$ cat config.mk
export PLATFORM = sky130hd
export DESIGN_NAME = pipelined_decode_stage
export DESIGN_NICKNAME = d
export VERILOG_FILES = /design/src/rtl/pipelined_decode_stage.sv
export SDC_FILE = /design/constraint.sdc
export NUM_CORES = 1
export LEC_CHECK = 0
export CAP_MARGIN = 30
export CORE_MARGIN = 2
export CORE_UTILIZATION = 45
export CTS_BUF_LIST = sky130_fd_sc_hd__clkbuf_16
export DETAILED_ROUTE_END_ITERATION = 12
export HOLD_SLACK_MARGIN = 0.03
export PLACE_DENSITY_LB_ADDON = 0.3
export SYNTH_ARGS = -nofsm -noshare
export SYNTH_HDL_FRONTEND = slang
export SYNTH_SLANG_ARGS = --single-unit
$ cat constraint.sdc
create_clock -name clk -period 6 [get_ports clk]
set_input_delay 1.2 -clock clk [delete_from_list [all_inputs] [get_ports clk]]
set_output_delay 1.2 -clock clk [all_outputs]
set_load 0.05 [all_outputs]
$ cat src/rtl/pipelined_decode_stage.sv
// rtl/pipelined_decode_stage.sv - registered instruction decode stage with load-use scoreboard and stall counter
// Optional NIC access decode for LD/SD is enabled by defining NIC_DECODE_EN.
module pipelined_decode_stage #(
    parameter int LOAD_LAT    = 2,
    parameter int STALL_CNT_W = 16
) (
    input  logic                   clk,
    input  logic                   reset,
    input  logic                   in_valid,
    input  logic [31:0]            in_instr,
    output logic                   in_ready,
    input  logic                   flush,
    output logic                   out_valid,
    input  logic                   out_ready,
    output logic [4:0]             out_rega,
    output logic [4:0]             out_regb,
    output logic [4:0]             out_rd,
    output logic [5:0]             out_op,
    output logic [1:0]             out_ww,
    output logic [2:0]             out_ppp,
    output logic [1:0]             out_br,
    output logic [15:0]            out_imm,
    output logic                   out_wr_en,
    output logic                   out_mem_en,
    output logic                   out_store_en,
    output logic                   out_load,
    output logic                   out_nic_en,
    output logic                   out_nic_wr,
    output logic                   out_illegal,
    output logic [1:0]             out_nic_sel,
    output logic [STALL_CNT_W-1:0] stall_cnt
);

    localparam logic [5:0] OP_RTYPE = 6'b101010;
    localparam logic [5:0] OP_VBNZ  = 6'b100010;
    localparam logic [5:0] OP_VBEZ  = 6'b100011;
    localparam logic [5:0] OP_LD    = 6'b100000;
    localparam logic [5:0] OP_SD    = 6'b100001;
    localparam logic [5:0] OP_NOP   = 6'b111100;

    typedef struct packed {
        logic [4:0]  rega;
        logic [4:0]  regb;
        logic [4:0]  rd;
        logic [5:0]  op;
        logic [1:0]  ww;
        logic [2:0]  ppp;
        logic [1:0]  br;
        logic [15:0] imm;
        logic        wr_en;
        logic        mem_en;
        logic        store_en;
        logic        load;
        logic        nic_en;
        logic        nic_wr;
        logic        illegal;
        logic [1:0]  nic_sel;
    } bundle_t;

    bundle_t dec;
    bundle_t bun;
    logic    hazard;
    logic    accept;

    logic [LOAD_LAT-1:0] sb_valid;
    logic [4:0]          sb_rd [LOAD_LAT];

    always_comb begin
        dec = '0;
        case (in_instr[31:26])
            OP_RTYPE: begin
                dec.rd    = in_instr[25:21];
                dec.rega  = in_instr[20:16];
                dec.regb  = in_instr[15:11];
                dec.ppp   = in_instr[10:8];
                dec.ww    = in_instr[7:6];
                dec.op    = in_instr[5:0];
                dec.wr_en = 1'b1;
            end
            OP_VBNZ, OP_VBEZ: begin
                dec.br   = {1'b1, in_instr[26]};
                dec.rega = in_instr[25:21];
                dec.imm  = in_instr[15:0];
            end
            OP_LD: begin
                dec.rd     = in_instr[25:21];
                dec.imm    = in_instr[15:0];
                dec.mem_en = 1'b1;
                dec.wr_en  = 1'b1;
                dec.load   = 1'b1;
`ifdef NIC_DECODE_EN
                if (in_instr[15:14] == 2'b11 && in_instr[1:0] != 2'b00) begin
                    dec.nic_en  = 1'b1;
                    dec.nic_sel = in_instr[1:0];
                    dec.load    = 1'b0;
                end
`endif
            end
            OP_SD: begin
                dec.rega     = in_instr[25:21];
                dec.imm      = in_instr[15:0];
                dec.mem_en   = 1'b1;
                dec.store_en = 1'b1;
`ifdef NIC_DECODE_EN
                if (in_instr[15:14] == 2'b11 && in_instr[1:0] == 2'b10) begin
                    dec.nic_en  = 1'b1;
                    dec.nic_wr  = 1'b1;
                    dec.nic_sel = 2'b11;
                end
`endif
            end
            OP_NOP:  dec = '0;
            default: dec.illegal = 1'b1;
        endcase
    end

    // Only sources the opcode actually defines are nonzero in dec, so they alone can raise a hazard.
    always_comb begin
        hazard = 1'b0;
        for (int i = 0; i < LOAD_LAT; i++) begin
            if (sb_valid[i] &&
                ((dec.rega != 5'd0 && dec.rega == sb_rd[i]) ||
                 (dec.regb != 5'd0 && dec.regb == sb_rd[i])))
                hazard = 1'b1;
        end
    end

    assign in_ready = !flush && !hazard && (!out_valid || out_ready);
    assign accept   = in_valid && in_ready;

    always_ff @(posedge clk) begin
        if (reset) begin
            out_valid <= 1'b0;
            bun       <= '0;
            sb_valid  <= '0;
            for (int i = 0; i < LOAD_LAT; i++) sb_rd[i] <= 5'd0;
            stall_cnt <= '0;
        end else begin
            if (flush) begin
                out_valid <= 1'b0;
            end else if (accept) begin
                out_valid <= 1'b1;
                bun       <= dec;
            end else if (out_ready) begin
                out_valid <= 1'b0;
            end

            // Entry drops off the tail exactly LOAD_LAT edges after the load was accepted.
            sb_valid[0] <= accept && (in_instr[31:26] == OP_LD) && (dec.rd != 5'd0);
            sb_rd[0]    <= dec.rd;
            for (int i = 1; i < LOAD_LAT; i++) begin
                sb_valid[i] <= sb_valid[i-1];
                sb_rd[i]    <= sb_rd[i-1];
            end

            if (in_valid && hazard && stall_cnt != {STALL_CNT_W{1'b1}})
                stall_cnt <= stall_cnt + 1'b1;
        end
    end

    assign out_rega     = bun.rega;
    assign out_regb     = bun.regb;
    assign out_rd       = bun.rd;
    assign out_op       = bun.op;
    assign out_ww       = bun.ww;
    assign out_ppp      = bun.ppp;
    assign out_br       = bun.br;
    assign out_imm      = bun.imm;
    assign out_wr_en    = bun.wr_en;
    assign out_mem_en   = bun.mem_en;
    assign out_store_en = bun.store_en;
    assign out_load     = bun.load;
    assign out_nic_en   = bun.nic_en;
    assign out_nic_wr   = bun.nic_wr;
    assign out_illegal  = bun.illegal;
    assign out_nic_sel  = bun.nic_sel;

endmodule

# Word-level counts from Yosys, hierarchy flattened
# Memory sizes are Yosys's and may differ from the RTL's.
# Index checks and enable logic that the tools add are counted.
# totals
n_memories	1
reg_bits	68
elab_cells	83
in_bits	37
ram_bits	10
# memory_table
name	depth	width	rd	rd_ports_with_merged_regs	wr	line_no	rtl
sb_rd	2	5	2	0	2	66	logic [4:0] sb_rd [LOAD_LAT];
# classes
n_eq_ne	11
n_reduce_logical	31
muxes	20
add_sub_neg	1
n_bitwise	3
# op_table
op	n
equality test 6 bit (second input constant)	6
equality test 5 bit	4
two-way mux 5 bit	4
adder 16 x 1 -> 16 bit (second input constant)	1
two-way mux 16 bit	1
!= test 16 bit (second input constant)	1
nonzero test 5 bit	3
logical AND 1 bit	13
two-way mux 1 bit	12
two-way mux 11 bit	1
case mux 5 bit (2 select lines)	1
OR reduction 2 bit	4
OR reduction 6 bit	1
OR reduction 4 bit	1
logical NOT 1 bit	3
logical OR 1 bit	3
OR reduction 3 bit	1
two-way mux 2 bit	1
OR 1 bit	2
AND reduction 2 bit	1
nonzero test 2 bit	1
NOT 1 bit	1

# Logic depth before layout (Yosys ltp)
# Gate-level depths: netlist (run 1).
# logic_depth
ltp_word	15
depth_mapped	11
mapped_depth_nobuf	7

# Worst setup path before layout (run 1)
# Ideal clock, no wire load.
# synth_timing
path_type	input -> output
startpoint	in in_instr[29]
endpoint	out in_ready
path_slack_ps	1578
stages	7
arrival_time_ps	3222
required_time_ps	4800
path_cell_list	nor4b_4 buf_6 nand3_4 and3_4 or4_4 o31a_1 and4b_1
# synth_between
elab_chain_len	12
elab_cells_between_ends	26
# synth_rtl
element	line_no	rtl
start: declaration	10	input logic [31:0] in_instr,
equality test 6 bit	70	case (in_instr[31:26])
OR reduction 3 bit (no source line)	n/a	
case mux 5 bit (2 select lines)	70	
equality test 5 bit or nonzero test 5 bit (tied branches)	122	((dec.rega != 5'd0 && dec.rega == sb_rd[i]) ||
logical AND 1 bit	122	
logical OR 1 bit	122	
logical AND 1 bit	121	if (sb_valid[i] &&
two-way mux 1 bit	121	
two-way mux 1 bit (*)	121	
logical NOT 1 bit (*)	128	assign in_ready = !flush && !hazard && (!out_valid || out_ready);
logical AND 1 bit (*) (2 in series)	128	
end: declaration	11	output logic in_ready,
# Every way passes the cells marked *; elsewhere a longest branch is shown, timed or not.

# Final worst setup path (run 1)
# Ends and elaborated chain as after synthesis.

==> results of run 1 <==
## registers in the layout, indices dropped and copies added, names as in the netlist
register,flops
out_rd,5
stall_cnt,16
out_ppp,3
out_op,6
out_imm,16
out_br,2
out_illegal,1
out_ww,2
out_regb,5
out_mem_en,1
sb_valid,2
out_valid,1
out_store_en,1
out_rega,5
sb_rd,10
out_wr_en,1
out_load,1
## final cells by class
type / count / area [µm²] / share of cell area, %
Clock buffer: 9 / 225 / 3.99
Clock inverter: 6 / 103 / 1.82
Inverter: 3 / 11.3 / 0.200
Multi-Input combinational cell: 376 / 2510 / 44.5
Sequential cell: 78 / 1560 / 27.7
Tap cell: 129 / 161 / 2.86
Timing Repair Buffer: 109 / 1070 / 18.9
## power breakdown
part           total, µW  internal [µW]  switching, µW
clock network        606            400            206
logic                116           44.1           71.7
registers            525            522           2.86
total               1250            966            280
## cells by family (layout without fill, tap and decap cells)
logic type	after synthesis	after routing
DFF	78	78
other	1	4
muxes	21	21
adders and majority gates	1	1
AOI/OAI and AO/OA	133	133
buffers and inverters	48	127
xor gates and xnor gates	8	8
and+or+nand+nor	209	209
## per-stage QoR
step / worst slack, ns / cells / instance area (µm²) / utilization (%) / hold WS (ns)
after floorplan: 1.58 / 502 / 4330 / - / 0.459
after global placement: 0.761 / 694 / 5310 / 57.1 / 0.450
after detailed placement: 0.675 / 694 / 5310 / 57.1 / 0.456
after CTS: 0.663 / 709 / 5630 / 60.7 / 0.464
after global routing: 0.515 / 710 / 5640 / 60.8 / 0.485
final: 0.623 / 710 / 5640 / 60.8 / 0.462
## worst max-delay path, cell delays in order
cell and delay (ns):
clkdlybuf4s50_1 0.54, nor4b_4 0.58, nand3_1 0.27, and3_1 0.26
or2_2 0.27, or4_1 0.61, and4b_1 0.26, buf_4 0.19
## per-layer routing
metal | up-vias | part of all wire [%]
met5 | - | 0
li1 | 2042 | -
met3 | 26 | 6.3
met4 | 0 | 1.9
met2 | 148 | 47
met1 | 1994 | 44
## placed cells by master, fill, tap and decap left out, drive strengths merged, types with 3 or more instances in the layout
cell type,n
a21o,4
a21boi,3
nand3,24
clkdlybuf4s50,101
nor2b,25
buf,8
and2,7
nor3,5
clkbuf,9
nor2,25
mux2,20
dfxtp,78
nand2b,3
a31oi,9
a311oi,6
o31ai,40
a2111oi,3
a21oi,55
xnor2,8
nand4,10
inv,4
and4,4
bufinv,3
and3,6
nand2,41
or4,39
conb,4
nor4bb,3
## path summary, 6_finish.rpt
path	end	slack [ns]
worst max register to register	out_rega[0]$_SDFFE_PP0P_	2.99
worst min register to register	out_imm[6]$_SDFFE_PP0P_	0.46
worst min-delay path	out_imm[6]$_SDFFE_PP0P_	0.46
worst max-delay path	in_ready	0.62
==> impl_results.md, run 1 <==
* Setup tns final at 0 ns
* Via density at about 5.9
* Grt met2 use at between 30% and 40%
* Outcome: completed
* Final Critical Period at between 5 and 6 ns
* Worst-Skew Late Latency at between 0.3 and 0.4 ns
* Post-Syn Instances at between 400 and 500
* Final-report hold violation count at 0
* YS warnings at 0
* Sequential fraction of the synthesis area at a little over a third
* CP startpoint: in_instr[29]
* WL/cell at ~17 µm
* Synth cell count leaders: dfxtp_1 (78), a21oi_1 (55), nand2_1 (41)
* Die ar. at approximately 0.010 mm²
* CTS buffer count at 9
* Met3 Resource Use GR at between 5 and 6%
* Post-synth EDFFs at 0
* Initial antenna violation count at 0
* CORE AREA at 0.00928 mm²
* Area grow syn2layout at 30.6%
* CP arrival at about 4.2 ns
* Initial DRC Count at just under 200
* Finish-stage setup viols at 0
* Max clock buf depth at 2
* CP Class: in -> out
* Synth top area share at 36.1%
* ANT nets after route at 0
* Layout Skew at roughly 0.009 ns
* Rel. slew slack at 46.6%
* Mux contribution to synthesized area at 5.44%
* Max Cap Viol at 0
* Root Driver: clkbuf_16
* Setup repair bufs after CTS at 0
* Diodes inserted at 0
* Netlist Area Pre-Place at roughly 0.0043 mm²
* Mapped Avg Cell Area at roughly 8.7 µm²
* Final max-slew violation count at 0
* FF+latch count, synth at 78
* IO buf count at 103
* Clock Sinks at 78
* Worst setup SP type: input pin
* Initial Util at between 40% and 50%
* Main combinational cell family by area after synthesis: simple AND/OR/NAND/NOR gates
* H-tree depth at 3
* Post_cts resized at 0
* Post-synth ARST share at 0%
* Slew at the pin closest to its max-slew limit at approximately 0.80 ns
* Dominant synthesized flop cell: dfxtp_1
* Post-synthesis compound-gate area fraction at 20.6%
* Die height at about 100 µm
* DIE WIDTH at 102 µm
* Pwr dens at between 200 and 250 mW/mm²
* Fin crit share at ~90%
* Post-Synth XOR/XNOR Area at ~1.6%
* Max frequency at between 150 and 200 MHz
* Filler cell count at just over 800
* Worst EP required at about 4.8 ns
* Final nets at roughly 620
* Worst Hold Launch: out_imm[6]$_SDFFE_PP0P_
* All-Layer GR Usage at between 20% and 30%
* Hold Path Class: reg -> reg
* FF-to-FF Start: sb_rd[0][9]$_SDFF_PP0_
* Hold_buf cts at 0
* CTS tree: yes
* Ranking of synthesized cells by area: dfxtp_1 (36%), o31ai_1 (7.0%), or4_1 (6.4%), a21oi_1 (6.4%), mux2_1 (5.2%)
* Drt pass-1 iters at 5
* CP Max Fanout at 7
* Std cell rows at 35
* Vias in the first global route at slightly below 4000
* Synth Area in Simple Gates at roughly 30%
* Dominant cell by count in the synthesized netlist: dfxtp_1
* Share of cells above drive strength 1 at under 10%
* Final WL at ~12 mm
* DP HPWL at between 8 and 9 mm
* Via count at approximately 4200
* Post-synthesis adder-cell area fraction at less than 1%
* Reg clk slew, reported paths at ~0.06 ns
* Largest net degree at the start of global routing at between 70 and 80
* I/O pin count at 108
* Routability Congestion at between 0.9 and 1
* Crit end category: primary output
* Remaining global-route overflow at 0
* GRT met1 Usage at a little under a third
* Worst reg-to-reg path cell count at 8
* Largest area contributor in the netlist: dfxtp_1
* DRC at 0
* Leak Pwr at ~0.0019 µW
* Unrepaired setup endpoints after global routing: no
* First-pass GRT wire length at 19.5 mm
* Tot Pwr at roughly 1200 µW
* Hold path depth at 2
* Busiest grt layer: met2
* Synth cell types at 65
* Max VDD drop at between 0.1 and 0.15 mV
Power figures use the tool's default switching activity.
==> run 2: changes to the inputs <==
Settings changed: CORE_MARGIN 2 to 1.
==> impl_results.md, run 2 (synthesis results as in run 1) <==
* Outcome: completed
* Worst-Skew Late Latency at approximately 0.34 ns
* Setup repair bufs after CTS at 0
* Capture point of the worst reg-to-reg path: out_imm[5]$_SDFFE_PP0P_
* Clock Sinks at around 80
* Via count at approximately 4200
* Via density at 5.88
* CTS buffer count at 9
* Min-Delay Endpoint: out_imm[6]$_SDFFE_PP0P_
* Unrepaired setup endpoints after global routing: no
* Max Cap Viol at 0
* Rel. slew slack at between 30% and 40%
* Worst Hold Launch: out_imm[6]$_SDFFE_PP0P_
* Worst reg-to-reg path cell count at 8
* Fin crit share at roughly 88%
* Die ar. at between 0.009 and 0.01 mm²
* DIE WIDTH at between 90 and 100 µm
* CP Max Fanout at 6
* H-tree depth at 3
* ANT nets after route at 0
* Root Driver: clkbuf_16
* Hold path depth at 2
* Seq pwr share at between 40% and 50%
* Area grow syn2layout at 29.8%
* Die height at between 90 and 100 µm
* Crit path max-delay cell type: or4_1
* Commonest non-fill, non-tap cell in the layout: clkdlybuf4s50_1
* Hold Path Class: reg -> reg
* Sw power at roughly 290 µW
* Tot Pwr at between 1000 and 1500 µW
* Worst setup SP type: input pin
* Initial Util at between 40% and 50%
* Vias in the first global route at ~3900
* Routability Congestion at 0.926
* Initial antenna violation count at 0
* I/O pin count at about 110
* Final-report hold violation count at 0
* WL/cell at ~17 µm
* Crit end category: primary output
* Final nets at approximately 620
* Clock power share at around 45%
* Drt pass-1 iters at 5
* Leak Pwr at between 0.0015 and 0.002 µW
* Worst EP required at between 4 and 5 ns
* CTS tree: yes
* Hold_buf cts at 0
* Finish-stage setup viols at 0
* Largest net degree at the start of global routing at between 50 and 60
* Std cell rows at 35
* Slew at the pin closest to its max-slew limit at between 1 and 1.5 ns
* FF-to-FF Start: sb_rd[0][1]$_SDFF_PP0_
* CP arrival at approximately 4.1 ns
* CORE AREA at 0.00928 mm²
* Max frequency at about 190 MHz
* Initial DRC Count at between 200 and 300
* Pwr dens at about 210 mW/mm²
* Max clock buf depth at 2
* Comb pwr share at between 10% and 20%
* Filler cell count at approximately 860
* Final max-slew violation count at 0
* Most frequent cells in the layout: clkdlybuf4s50_1 (101), dfxtp_1 (78), a21oi_1 (55), nand2_1 (41), o31ai_1 (40)
* Remaining global-route overflow at 0
* Post_cts resized at 0
* CP Class: in -> out
* Cell Int Power at 882 µW
* Reg clk slew, reported paths at 0.06 ns
* Share of cells above drive strength 1 at under 10%
* All-Layer GR Usage at about 24%
* Sw Share at roughly a quarter
* Cell Chain, Critical Path: clkdlybuf4s50_1, nor4b_4, nand3_1, and3_1, or2_2, or4_1, and4b_1, buf_4
* Final WL at between 10 and 15 mm
* IO buf count at between 100 and 150
* Layout Skew at 0.00622 ns
* DRC at 0
* Diodes inserted at 0
* First-pass GRT wire length at a little under 20 mm
* Setup tns final at 0 ns
* Max VDD drop at 0.118 mV
* R2R Setup Slk at between 2 and 3 ns
* DP HPWL at about 8.5 mm
* Final Critical Period at around 5.3 ns
* Max incr delay on CP at about 0.6 ns
==> run 2: changes by cell type in the layout (fill, tap and decap cells not counted) <==
cell        previous run  this run
buf_4                  7         9
bufinv_16              3         1
clkinv_2               1         2
clkinvlp_4             0         1
==> run 2: worst max path at each step <==
| stage | start | endpoint | slack (ns) |
|---|---|---|---|
| global route | in_instr[29] | in_ready | 0.56 |
| detailed placement | in_instr[29] | in_ready | 0.75 |
| finish | in_instr[29] | in_ready | 0.71 |
| CTS | in_instr[29] | in_ready | 0.74 |
| global placement | in_instr[28] | in_ready | 0.80 |
| floorplan | in_instr[29] | in_ready | 1.58 |
==> run 2: layout make-up <==
type	instances	area (µm²)	share of cell area, %
timing repair buffer	111	1080	19.3
tap	129	161	2.88
inverter	3	11.3	0.201
clock buffer	9	225	4.02
multi-input combinational	376	2510	44.8
sequential	78	1560	27.8
clock inverter	6	55.1	0.982
==> run 2: per-stage QoR <==
step           worst slack (ns)  std cells  area, µm²  utilization, %  hold WS (ns)
2_1_floorplan              1.58        502       4330               -         0.459
3_3_place_gp              0.803        697       5330            57.4         0.452
3_5_place_dp              0.751        697       5330            57.4         0.461
4_1_cts                   0.741        712       5610            60.4         0.469
5_1_grt                   0.563        712       5610            60.4         0.485
6_report                  0.712        712       5610            60.4         0.466
==> run 2: routing by layer <==
layer	part of all wire, %	GRT usage, %
met4	1.1	6.24
met5	0	0
met3	5.1	3.83
met2	48	41.8
met1	45	32.0
==> run 2: critical path, delay by kind of cell <==
kind	cells	cell delay (ns)
and+or+nand+nor	6	2.15
buffers and inverters	2	0.72
==> run 2: power groups by stage <==
| stage | sequential (µW) | combinational [µW] | clock (µW) |
|---|---|---|---|
| after CTS | 525 | 116 | 530 |
| after floorplan | 549 | 52.8 | 0 |
| after global placement | 536 | 115 | 0 |
| after detailed placement | 536 | 116 | 0 |
| final | 525 | 117 | 528 |
| after global routing | 525 | 124 | 554 |
==> run 3: changes to the inputs <==
Settings changed: RECOVER_POWER set to 50.
==> impl_results.md, run 3 (synthesis results as in run 1) <==
* Std cell rows at 35
* Max clock buf depth at 2
* DRC at 0
* CTS buffer count at 9
* Final WS setup at roughly 0.71 ns
* Via count at around 4200
* Drt pass-1 iters at 4
* CP arrival at 4.09 ns
* Met3 Resource Use GR at between 3 and 4%
* Busiest grt layer: met2
* CTS tree: yes
* Final WL at ~12 mm
* Final max-slew violation count at 92
* Placed Cells at 697
* Leak Pwr at around 0.0021 µW
* Capture point of the worst reg-to-reg path: out_imm[5]$_SDFFE_PP0P_
* Non-filler cells in the finished layout at ~710
* Max VDD drop at between 0.1 and 0.15 mV
* IO buf count at ~100
* Diodes inserted at 0
* Reg clk slew, reported paths at 0.06 ns
* Hold Path Class: reg -> reg
* Final nets at slightly above 600
* Clock Sinks at a little under 80
* CP Max Fanout at 6
* Die ar. at between 0.009 and 0.01 mm²
* Max incr delay on CP at 0.60 ns
* CP top delay family: simple AND/OR/NAND/NOR gates
* Worst reg-to-reg path cell count at 8
* Buf+Inv Stages, Crit Path at 2
* Cell Chain, Critical Path: clkdlybuf4s50_1, nor4b_4, nand3_1, and3_1, or2_2, or4_1, and4b_1, buf_4
* Sequential cell area at about 0.0016 mm²
* Routability Congestion at approximately 0.9
* Pre-CTS setup slack at between 0.7 and 0.8 ns
* Hold_buf cts at 0
* Share of cells above drive strength 1 at ~6%
* Unrepaired setup endpoints after global routing: no
* Initial Util at between 40% and 50%
* Die height at 100 µm
* Area grow syn2layout at 29.7%
* Crit end category: primary output
* Grt met2 use at 41.8%
* Initial DRC Count at 260
* Finish-stage setup viols at 0
* Worst EP required at roughly 4.8 ns
* Via density at roughly 6
* Cell count along the critical path at 8
* Crit path max-delay cell type: or4_1
* Fin crit share at approximately nine tenths
* Rel. slew slack at -55.3%
* FF-to-FF Start: sb_rd[0][1]$_SDFF_PP0_
* Setup tns final at 0 ns
* Final-report hold violation count at 0
* Largest net degree at the start of global routing at 57
* Pwr dens at approximately 210 mW/mm²
* Setup repair bufs after CTS at 0
* Outcome: finished with violations
* Post_cts resized at 0
* Layout Skew at about 0.0064 ns
* All-Layer GR Usage at roughly a quarter
* DIE WIDTH at between 90 and 100 µm
* Commonest non-fill, non-tap cell in the layout: dfxtp_1
* Failing checks: capacitance limit, slew limit
* Slew at the pin closest to its max-slew limit at approximately 2.3 ns
* Filler cell count at 858
* Remaining global-route overflow at 0
* Initial antenna violation count at 0
* Worst setup SP type: input pin
* Hold path depth at 2
* GRT met1 Usage at 32.0%
* WHS at between 0.4 and 0.5 ns
* WL/cell at around 17 µm
* Final Critical Period at about 5.3 ns
* ANT nets after route at 0
* H-tree depth at 3
* Worst-Skew Late Latency at about 0.33 ns
* CORE AREA at about 0.0093 mm²
* I/O pin count at ~110
* Multi-input logic area at 0.00251 mm²
* Max Cap Viol at 2
* First-pass GRT wire length at between 15 and 20 mm
* R2R Setup Slk at roughly 2.8 ns
* Worst Hold Launch: out_imm[6]$_SDFFE_PP0P_
* Most frequent cells in the layout: dfxtp_1 (78), dlygate4sd3_1 (66), a21oi_1 (55), nand2_1 (41), o31ai_1 (40)
* Vias in the first global route at a little under 4000
* Min-Delay Endpoint: out_imm[6]$_SDFFE_PP0P_
* CP startpoint: in_instr[29]
* CP Class: in -> out
* Max frequency at approximately 190 MHz
* Root Driver: clkbuf_16
* DP HPWL at approximately 8.5 mm
[run 3: layer usage]
layer  wire length (µm)  vias up  share of wire, %
met5                  0        -                 0
met4                181        0               1.5
met3                669       17               5.5
met2               5870      158                48
met1               5450     2001                45
li1                   -     2042                 -
[run 3: worst min-delay path, stage by stage, from the launching register on]
cell and delay (ns):
dfxtp_1 0.30, o31ai_1 0.06, a21oi_1 0.05
[run 3: cell type report]
type / count / share of cell area, %
clock buffers: 9 / 4.02
clock inverters: 6 / 0.983
inverters: 3 / 0.201
multi-input cells: 376 / 44.8
flip-flops and latches: 78 / 27.9
well taps: 129 / 2.88
repair buffers: 111 / 19.2
[run 3: stage by stage]
step	instance area, µm²	util, %	power [µW]
after global placement	5330	57.4	651
after CTS	5610	60.4	1170
after global routing	5600	60.4	1200
final	5600	60.4	1170
after floorplan	4330	-	602
after detailed placement	5330	57.4	652
[run 3: worst max path at each step]
stage                           to  slack (ns)
final                     in_ready        0.71
after floorplan           in_ready        1.58
after detailed placement  in_ready        0.75
after global routing      in_ready        0.56
after global placement    in_ready        0.80
after CTS                 in_ready        0.74
[run 3: report_power, final]
group / leakage (µW) / internal, µW / switching [µW]
sequential: 0.000629 / 522 / 2.47
combinational: 0.00135 / 43.9 / 72.4
clock: 0.000140 / 315 / 210
